<file path="config.mk">
export PLATFORM = sky130hd
export DESIGN_NAME = vga_scaled_fb_reader_flat
export DESIGN_NICKNAME = d
export VERILOG_FILES = /design/src/rtl/vga_scaled_fb_reader_if.sv /design/src/rtl/vga_scaled_fb_reader.sv /design/src/flat_wrapper.sv
export SDC_FILE = /design/constraint.sdc
export NUM_CORES = 1
export LEC_CHECK = 0
export BUFFER_PORTS_ARGS = -buffer_cell sky130_fd_sc_hd__buf_4
export CORE_MARGIN = 10
export CORE_UTILIZATION = 55
export CTS_CLUSTER_SIZE = 30
export DETAILED_ROUTE_END_ITERATION = 16
export PLACE_DENSITY_LB_ADDON = 0.12
export SYNTH_ARGS = -nofsm -noshare
export SYNTH_HDL_FRONTEND = slang
export SYNTH_SLANG_ARGS = --single-unit
</file>
<file path="constraint.sdc">
create_clock -name clk -period 4.48 [get_ports clk]
set_input_delay 0.448 -clock clk [delete_from_list [all_inputs] [get_ports clk]]
set_output_delay 0.448 -clock clk [all_outputs]
set_load 0.02 [all_outputs]
</file>
<file path="src/rtl/vga_scaled_fb_reader_if.sv">
// Framebuffer read-port bundle between vga_scaled_fb_reader and a dual-port RAM.
//   addr : read address driven by the reader (master)
//   din  : read data returned by the RAM (slave) a fixed number of clocks later
interface vga_scaled_fb_reader_if #(
  parameter int ADDR_W = 17,
  parameter int DIN_W  = 2
);
  logic [ADDR_W-1:0] addr;
  logic [DIN_W-1:0]  din;

  modport master (output addr, input din);
  modport slave  (input addr, output din);
endinterface

</file>
<file path="src/rtl/vga_scaled_fb_reader.sv">
// VGA timing generator and down-scaled framebuffer reader.
// Produces configurable VGA timing, fetches SCALE x SCALE replicated pixels from
// a framebuffer RAM with RAM_LAT read latency, expands grey pixels to RGB332 and
// offers colour-bar, checkerboard and solid test patterns chosen once per frame.
// Ports:
//   clk, reset_n          pixel clock, asynchronous active-low reset
//   mode, solid_rgb       pattern select / solid colour, sampled at pixel (0,0)
//   fb (master)           framebuffer read port: addr out, din in
//   hsync, vsync          syncs, asserted level = SYNC_POL
//   R, G, B               RGB332 pixel, zero during blanking
//   active, frame_start   visible-pixel flag, one-cycle pulse at pixel (0,0)
// All outputs lag the timing counters by RAM_LAT+1 clocks.
module vga_scaled_fb_reader #(
  parameter int H_ACTIVE = 640,
  parameter int H_FP     = 16,
  parameter int H_SYNC   = 96,
  parameter int H_BP     = 48,
  parameter int V_ACTIVE = 480,
  parameter int V_FP     = 10,
  parameter int V_SYNC   = 2,
  parameter int V_BP     = 33,
  parameter int SCALE    = 2,
  parameter int DIN_W    = 2,
  parameter int ADDR_W   = 17,
  parameter int RAM_LAT  = 1,
  parameter int SYNC_POL = 0
) (
  input  logic                   clk,
  input  logic                   reset_n,
  input  logic [1:0]             mode,
  input  logic [7:0]             solid_rgb,
  vga_scaled_fb_reader_if.master fb,
  output logic                   hsync,
  output logic                   vsync,
  output logic [2:0]             R,
  output logic [2:0]             G,
  output logic [1:0]             B,
  output logic                   active,
  output logic                   frame_start
);

  localparam int H_TOTAL = H_ACTIVE + H_FP + H_SYNC + H_BP;
  localparam int V_TOTAL = V_ACTIVE + V_FP + V_SYNC + V_BP;
  localparam int HC_W    = $clog2(H_TOTAL);
  localparam int VC_W    = $clog2(V_TOTAL);
  localparam int XS_W    = (SCALE > 1) ? $clog2(SCALE) : 1;
  localparam int BAR_W   = H_ACTIVE / 8;
  localparam logic SYNC_ON  = (SYNC_POL != 0) ? 1'b1 : 1'b0;
  localparam logic SYNC_OFF = (SYNC_POL != 0) ? 1'b0 : 1'b1;
  localparam logic [XS_W-1:0]   XS_LAST = XS_W'(SCALE - 1);
  localparam logic [ADDR_W-1:0] FB_STEP = ADDR_W'(H_ACTIVE / SCALE);

  // Everything that must stay aligned with the RAM data while it is fetched.
  typedef struct packed {
    logic       hs;
    logic       vs;
    logic       vis;
    logic       fs;
    logic       use_fb;
    logic [7:0] pat;
  } stage_t;

  localparam stage_t STAGE_RST = '{hs: SYNC_OFF, vs: SYNC_OFF, vis: 1'b0,
                                   fs: 1'b0, use_fb: 1'b0, pat: 8'h00};

  // MSB-first bit replication of a grey pixel to 3 bits.
  function automatic logic [2:0] expand3(input logic [DIN_W-1:0] d);
    logic [2:0] res;
    res = 3'b000;
    for (int i = 0; i < 3; i++) res[2-i] = d[DIN_W-1-(i % DIN_W)];
    return res;
  endfunction

  // MSB-first bit replication of a grey pixel to 2 bits.
  function automatic logic [1:0] expand2(input logic [DIN_W-1:0] d);
    logic [1:0] res;
    res = 2'b00;
    for (int i = 0; i < 2; i++) res[1-i] = d[DIN_W-1-(i % DIN_W)];
    return res;
  endfunction

  logic [HC_W-1:0]   hcnt_r, hcnt_nxt_s;
  logic [VC_W-1:0]   vcnt_r, vcnt_nxt_s;
  logic [XS_W-1:0]   x_sub_r, x_sub_nxt_s, y_sub_r, y_sub_nxt_s;
  logic [ADDR_W-1:0] fb_x_r, fb_x_nxt_s, line_base_r, line_base_nxt_s;
  logic [ADDR_W-1:0] addr_r, addr_nxt_s;
  logic              h_wrap_s, v_wrap_s, h_vis_s, v_vis_s, vis_nxt_s;
  logic              frame_first_s, chk_s;
  logic [1:0]        mode_r, mode_s;
  logic [7:0]        solid_r, solid_s, px_s;
  logic [2:0]        bar_s;
  stage_t            stg_s, last_s;
  stage_t            dl_r [RAM_LAT];

  assign fb.addr = addr_r;

  // Next counter position and the incremental framebuffer address for it, so
  // addr_r always belongs to the pixel the counters currently point at.
  always_comb begin
    h_wrap_s   = (32'(hcnt_r) == H_TOTAL - 1);
    v_wrap_s   = (32'(vcnt_r) == V_TOTAL - 1);
    h_vis_s    = (32'(hcnt_r) < H_ACTIVE);
    v_vis_s    = (32'(vcnt_r) < V_ACTIVE);
    hcnt_nxt_s = h_wrap_s ? '0 : hcnt_r + 1'b1;
    if (h_wrap_s) begin
      vcnt_nxt_s = v_wrap_s ? '0 : vcnt_r + 1'b1;
    end else begin
      vcnt_nxt_s = vcnt_r;
    end

    x_sub_nxt_s = x_sub_r;
    fb_x_nxt_s  = fb_x_r;
    if (h_wrap_s) begin
      x_sub_nxt_s = '0;
      fb_x_nxt_s  = '0;
    end else if (h_vis_s) begin
      if (x_sub_r == XS_LAST) begin
        x_sub_nxt_s = '0;
        fb_x_nxt_s  = fb_x_r + 1'b1;
      end else begin
        x_sub_nxt_s = x_sub_r + 1'b1;
        fb_x_nxt_s  = fb_x_r;
      end
    end else begin
      x_sub_nxt_s = x_sub_r;
      fb_x_nxt_s  = fb_x_r;
    end

    // line_base moves on only after the last replica of a framebuffer row.
    y_sub_nxt_s     = y_sub_r;
    line_base_nxt_s = line_base_r;
    if (h_wrap_s && v_wrap_s) begin
      y_sub_nxt_s     = '0;
      line_base_nxt_s = '0;
    end else if (h_wrap_s && v_vis_s) begin
      if (y_sub_r == XS_LAST) begin
        y_sub_nxt_s     = '0;
        line_base_nxt_s = line_base_r + FB_STEP;
      end else begin
        y_sub_nxt_s     = y_sub_r + 1'b1;
        line_base_nxt_s = line_base_r;
      end
    end else begin
      y_sub_nxt_s     = y_sub_r;
      line_base_nxt_s = line_base_r;
    end

    vis_nxt_s  = (32'(hcnt_nxt_s) < H_ACTIVE) && (32'(vcnt_nxt_s) < V_ACTIVE);
    addr_nxt_s = vis_nxt_s ? (line_base_nxt_s + fb_x_nxt_s) : '0;
  end

  // Timing counters, address generator and the registered RAM address.
  always_ff @(posedge clk or negedge reset_n) begin
    if (!reset_n) begin
      hcnt_r      <= '0;
      vcnt_r      <= '0;
      x_sub_r     <= '0;
      y_sub_r     <= '0;
      fb_x_r      <= '0;
      line_base_r <= '0;
      addr_r      <= '0;
    end else begin
      hcnt_r      <= hcnt_nxt_s;
      vcnt_r      <= vcnt_nxt_s;
      x_sub_r     <= x_sub_nxt_s;
      y_sub_r     <= y_sub_nxt_s;
      fb_x_r      <= fb_x_nxt_s;
      line_base_r <= line_base_nxt_s;
      addr_r      <= addr_nxt_s;
    end
  end

  // Counter-stage syncs and pattern; mode/solid are taken live at (0,0) so the
  // first pixel of a frame already uses the newly sampled settings.
  always_comb begin
    frame_first_s = (hcnt_r == '0) && (vcnt_r == '0);
    mode_s        = frame_first_s ? mode : mode_r;
    solid_s       = frame_first_s ? solid_rgb : solid_r;
    bar_s         = 3'(32'(hcnt_r) / BAR_W);
    chk_s         = ((32'(hcnt_r) ^ 32'(vcnt_r)) & 32'h0000_0020) != 32'h0000_0000;
    stg_s         = STAGE_RST;
    stg_s.hs  = ((32'(hcnt_r) >= H_ACTIVE + H_FP) &&
                 (32'(hcnt_r) <  H_ACTIVE + H_FP + H_SYNC)) ? SYNC_ON : SYNC_OFF;
    stg_s.vs  = ((32'(vcnt_r) >= V_ACTIVE + V_FP) &&
                 (32'(vcnt_r) <  V_ACTIVE + V_FP + V_SYNC)) ? SYNC_ON : SYNC_OFF;
    stg_s.vis = h_vis_s && v_vis_s;
    stg_s.fs  = frame_first_s;
    case (mode_s)
      2'd0:    begin stg_s.use_fb = 1'b1; stg_s.pat = 8'h00; end
      2'd1:    stg_s.pat = {{3{bar_s[2]}}, {3{bar_s[1]}}, {2{bar_s[0]}}};
      2'd2:    stg_s.pat = chk_s ? 8'hFF : 8'h00;
      2'd3:    stg_s.pat = solid_s;
      default: stg_s.pat = 8'h00;
    endcase
  end

  // Frame-wide mode/solid registers.
  always_ff @(posedge clk or negedge reset_n) begin
    if (!reset_n) begin
      mode_r  <= 2'd0;
      solid_r <= 8'h00;
    end else begin
      mode_r  <= mode_s;
      solid_r <= solid_s;
    end
  end

  // RAM_LAT-deep delay line so control bits meet din at the output register.
  always_ff @(posedge clk or negedge reset_n) begin
    if (!reset_n) begin
      for (int i = 0; i < RAM_LAT; i++) dl_r[i] <= STAGE_RST;
    end else begin
      dl_r[0] <= stg_s;
      for (int i = 1; i < RAM_LAT; i++) dl_r[i] <= dl_r[i-1];
    end
  end

  // Final pixel select with blanking.
  always_comb begin
    last_s = dl_r[RAM_LAT-1];
    if (!last_s.vis) begin
      px_s = 8'h00;
    end else if (last_s.use_fb) begin
      px_s = {expand3(fb.din), expand3(fb.din), expand2(fb.din)};
    end else begin
      px_s = last_s.pat;
    end
  end

  // Output register stage.
  always_ff @(posedge clk or negedge reset_n) begin
    if (!reset_n) begin
      hsync       <= SYNC_OFF;
      vsync       <= SYNC_OFF;
      active      <= 1'b0;
      frame_start <= 1'b0;
      {R, G, B}   <= 8'h00;
    end else begin
      hsync       <= last_s.hs;
      vsync       <= last_s.vs;
      active      <= last_s.vis;
      frame_start <= last_s.fs;
      {R, G, B}   <= px_s;
    end
  end

endmodule
</file>
<file path="src/flat_wrapper.sv">
// flat-port wrapper written by rule: the top's interface ports become plain ports
module vga_scaled_fb_reader_flat 
#(
  parameter int H_ACTIVE = 640,
  parameter int H_FP     = 16,
  parameter int H_SYNC   = 96,
  parameter int H_BP     = 48,
  parameter int V_ACTIVE = 480,
  parameter int V_FP     = 10,
  parameter int V_SYNC   = 2,
  parameter int V_BP     = 33,
  parameter int SCALE    = 2,
  parameter int DIN_W    = 2,
  parameter int ADDR_W   = 17,
  parameter int RAM_LAT  = 1,
  parameter int SYNC_POL = 0
)
  (clk, reset_n, mode, solid_rgb, hsync, vsync, R, G, B, active, frame_start, fb_addr, fb_din);
  vga_scaled_fb_reader_if #(.ADDR_W(ADDR_W), .DIN_W(DIN_W)) fb_i ();
  input  logic clk;
  input  logic reset_n;
  input  logic [1:0] mode;
  input  logic [7:0] solid_rgb;
  output logic hsync;
  output logic vsync;
  output logic [2:0] R;
  output logic [2:0] G;
  output logic [1:0] B;
  output logic active;
  output logic frame_start;
  output wire logic [$bits(fb_i.addr)-1:0] fb_addr;
  input wire logic [$bits(fb_i.din)-1:0] fb_din;
  assign fb_addr = fb_i.addr;
  assign fb_i.din = fb_din;
  vga_scaled_fb_reader #(.H_ACTIVE(H_ACTIVE), .H_FP(H_FP), .H_SYNC(H_SYNC), .H_BP(H_BP), .V_ACTIVE(V_ACTIVE), .V_FP(V_FP), .V_SYNC(V_SYNC), .V_BP(V_BP), .SCALE(SCALE), .DIN_W(DIN_W), .ADDR_W(ADDR_W), .RAM_LAT(RAM_LAT), .SYNC_POL(SYNC_POL)) u_core (.clk(clk), .reset_n(reset_n), .mode(mode), .solid_rgb(solid_rgb), .fb(fb_i), .hsync(hsync), .vsync(vsync), .R(R), .G(G), .B(B), .active(active), .frame_start(frame_start));
endmodule
</file>
==> reports/qor.csv <==
metric;value;unit
clock_skew;0.00685;ns
fin_crit;4.01;ns
synth.area.top_cells;dfrtp_1 46%, ha_1 5.0%, nor2_1 4.2%;
die-area;14900;um^2
final_max_slew_viol_count;0;
synth_edf_count;0;
synth.distinct_cells;65;
synth_ff_type;dfrtp_1;
grt_pass1_vias;4226;
syn_inst;576;
relSlewSlack;34.5;%
dr.pass1.iters;4;
cts_resized;0;
ys_seq_elements;108;
synth_area_per_cell;9.91;um^2
rsz0062_at_grt;no;
swShare;23.7;%
antenna_found_initial;0;
place_area;6170;um^2
grtUsageTotal;16.7;%
overflow;0;
grt_pass1_wl;20.4;mm
drive_gt1_share;15.3;%
endpoint_kind;flop;
async_flop_share;100;%
worst_pin_slew;0.982;ns
cp_data_required_time;4.77;ns
synth_top_area_share;45.6;%
gr-usage-met3;3.61;%
diodes;0;
io_buffers;42;
timing.fmax;249;MHz
dp_hpwl;8.76;mm
power.leakage;2.98;nW
hold_path_class;in2async;
clk_latency;0.37;ns
switching_power;0.000400;W
htreeDepth;3;
cts_tree;yes;
critical_path_class;reg2reg;
vdd_drop_max;0.137;mV
row_count;37;
pwr-share-clk;36.7;%
area_growth_syn_to_layout;11.7;%
r2r-start;u_core.vcnt_r[5]$_DFF_PN0_;
reg2reg_depth;13;
top_usage_layer;met2;
p_comb_share;4.1;%
cp_max_fo;8;
final_cell_area;6380;um^2
die_w;122;um
multiInputGateArea;2830;um^2
fin_nets;653;
ant_nets;0;
timing.rr.end;u_core.fb.addr[16]$_DFF_PN0_;
cp-start-kind;flop;
io_pins;43;
numCtsBuffers;9;
hold_viol;0;
core_area;10200;um^2
ys.warnings.count;0;
arrival;4.30;ns
clockRootBuffer;clkbuf_8;
postCtsSetupBuffers;0;
stdcell_count;756;
synth.largest_area_cell;dfrtp_1;
synth.most_common_cell;dfrtp_1;
internal_power;0.00128;W
clkTransAtPathRegs;0.11;ns
status;complete, no violations;
syn-cell-area;5710;um^2
start_util;55.8;%
synth_commonest_cells;104 x dfrtp_1, 64 x nor2_1, 43 x nand2_1;
gp_congestion;0.877;
wl_per_cell;16.0;um
holdBufCountCts;0;
cap_viol_max_count;0;
r2r_slack;0.47;ns
cts_buffer_depth;2;
cts_sinks;108;
tns;0;ns
viasPerCell;5.63;
vias;4254;
fillCellCount;889;
setup_viol;0;
dp_cells;740;
die_h;122;um
grt_max_degree;80;
yosysSeqAreaShare;47.4;%
power_frac_seq;59.2;%
wirelength;12.1;mm
powerDensity;264;nW/um^2
drt_iter0_drc;228;
grtUsageMet1;21.4;%
syn-num-nets;614;
regArea;2710;um^2
post-route-drc-count;0;
fin_crit_sh;89.6;%
grtUsageMet2;27.2;%
[state kept, by name, summed over array words and instances (netlist names), 2 cells and up]
name	count
u_core.fb.addr	17
u_core.B	2
u_core.dl_r	13
u_core.mode_r	2
u_core.G	3
u_core.vcnt_r	10
u_core.hcnt_r	10
u_core.fb_x_r	17
u_core.R	3
u_core.line_base_r	17
u_core.solid_r	8
[cells by family after synthesis]
kind of cell,synth area share [%]
XOR/XNOR,6.90
flip-flops,47.4
multiplexers,2.48
AND/OR/NAND/NOR,20.9
adder cells (fa/ha/maj),5.92
buffers and inverters,2.98
AO/OA/AOI/OAI,13.5
[power groups by stage]
stage          registers [W]  logic (W)  clock network [W]
2_1_floorplan        0.00102  0.0000193                  0
3_3_place_gp         0.00101  0.0000693                  0
3_5_place_dp         0.00102  0.0000705                  0
4_1_cts             0.000996  0.0000707           0.000638
5_1_grt             0.000998  0.0000780           0.000675
6_report            0.000996  0.0000685           0.000618
[area by class of cell]
type / count / share of cell area [%]
Clock buffer: 9 / 1.94
Inverter: 17 / 1.00
Sequential cell: 108 / 42.4
Timing Repair Buffer: 51 / 6.20
Tap cell: 136 / 2.67
Multi-Input combinational cell: 428 / 44.4
Clock inverter: 7 / 1.35
[layout by cell type (no fill, tap or decap), drive strengths merged, types with 8 or more instances in the layout]
cell	netlist	layout
inv	17	18
clkbuf	14	9
a21boi	9	9
or3	8	8
nor3	13	13
nand2	43	43
buf	9	51
xor2	25	25
ha	23	23
dfrtp	104	104
a21oi	25	25
mux2	9	9
nand3	29	29
xnor2	20	20
nor2	64	64
a211oi	10	10
o21ai	28	28
nand2b	14	14
nor2b	13	13
nand4	12	12
[worst max-delay path, stage by stage, from the launching register on]
cell,delay (ns)
dfrtp_1,0.50
nor4_2,0.34
nand3b_2,0.21
nor3_4,0.26
nor2b_1,0.09
ha_1,0.24
fa_1,0.42
a211o_1,0.32
a2111oi_2,0.43
o31a_1,0.27
a211oi_1,0.10
o31a_1,0.29
or3_1,0.31
a21oi_1,0.15
[how the worst max path moves through the flow]
stage                          startpoint                           end  slack, ns  cells past startpoint
5_1_grt        u_core.vcnt_r[5]$_DFF_PN0_  u_core.fb.addr[16]$_DFF_PN0_       0.22                     13
4_1_cts        u_core.vcnt_r[5]$_DFF_PN0_  u_core.fb.addr[16]$_DFF_PN0_       0.48                     13
2_1_floorplan  u_core.hcnt_r[6]$_DFF_PN0_  u_core.fb.addr[16]$_DFF_PN0_       0.36                     16
6_report       u_core.vcnt_r[5]$_DFF_PN0_  u_core.fb.addr[16]$_DFF_PN0_       0.47                     13
3_3_place_gp   u_core.vcnt_r[5]$_DFF_PN0_  u_core.fb.addr[16]$_DFF_PN0_       0.56                     13
3_5_place_dp   u_core.hcnt_r[0]$_DFF_PN0_  u_core.fb.addr[16]$_DFF_PN0_       0.52                     14
[layer usage]
| layer | share of wire [%] | vias to the layer above |
|---|---|---|
| li1 | - | 2102 |
| met1 | 47 | 2075 |
| met2 | 48 | 64 |
| met3 | 3.5 | 13 |
| met4 | 1.5 | 0 |
| met5 | 0 | - |
[stage by stage]
step	hold slack [ns]	total power (W)	utilization [%]	setup slack, ns
after floorplan	0.152	0.00104	-	0.357
after global placement	0.333	0.00108	60.3	0.557
after detailed placement	0.336	0.00109	60.3	0.515
after CTS	0.232	0.00170	62.4	0.478
after global routing	0.284	0.00175	62.4	0.220
final	0.216	0.00168	62.4	0.468
No activity file was read; power rests on OpenSTA's default activity.
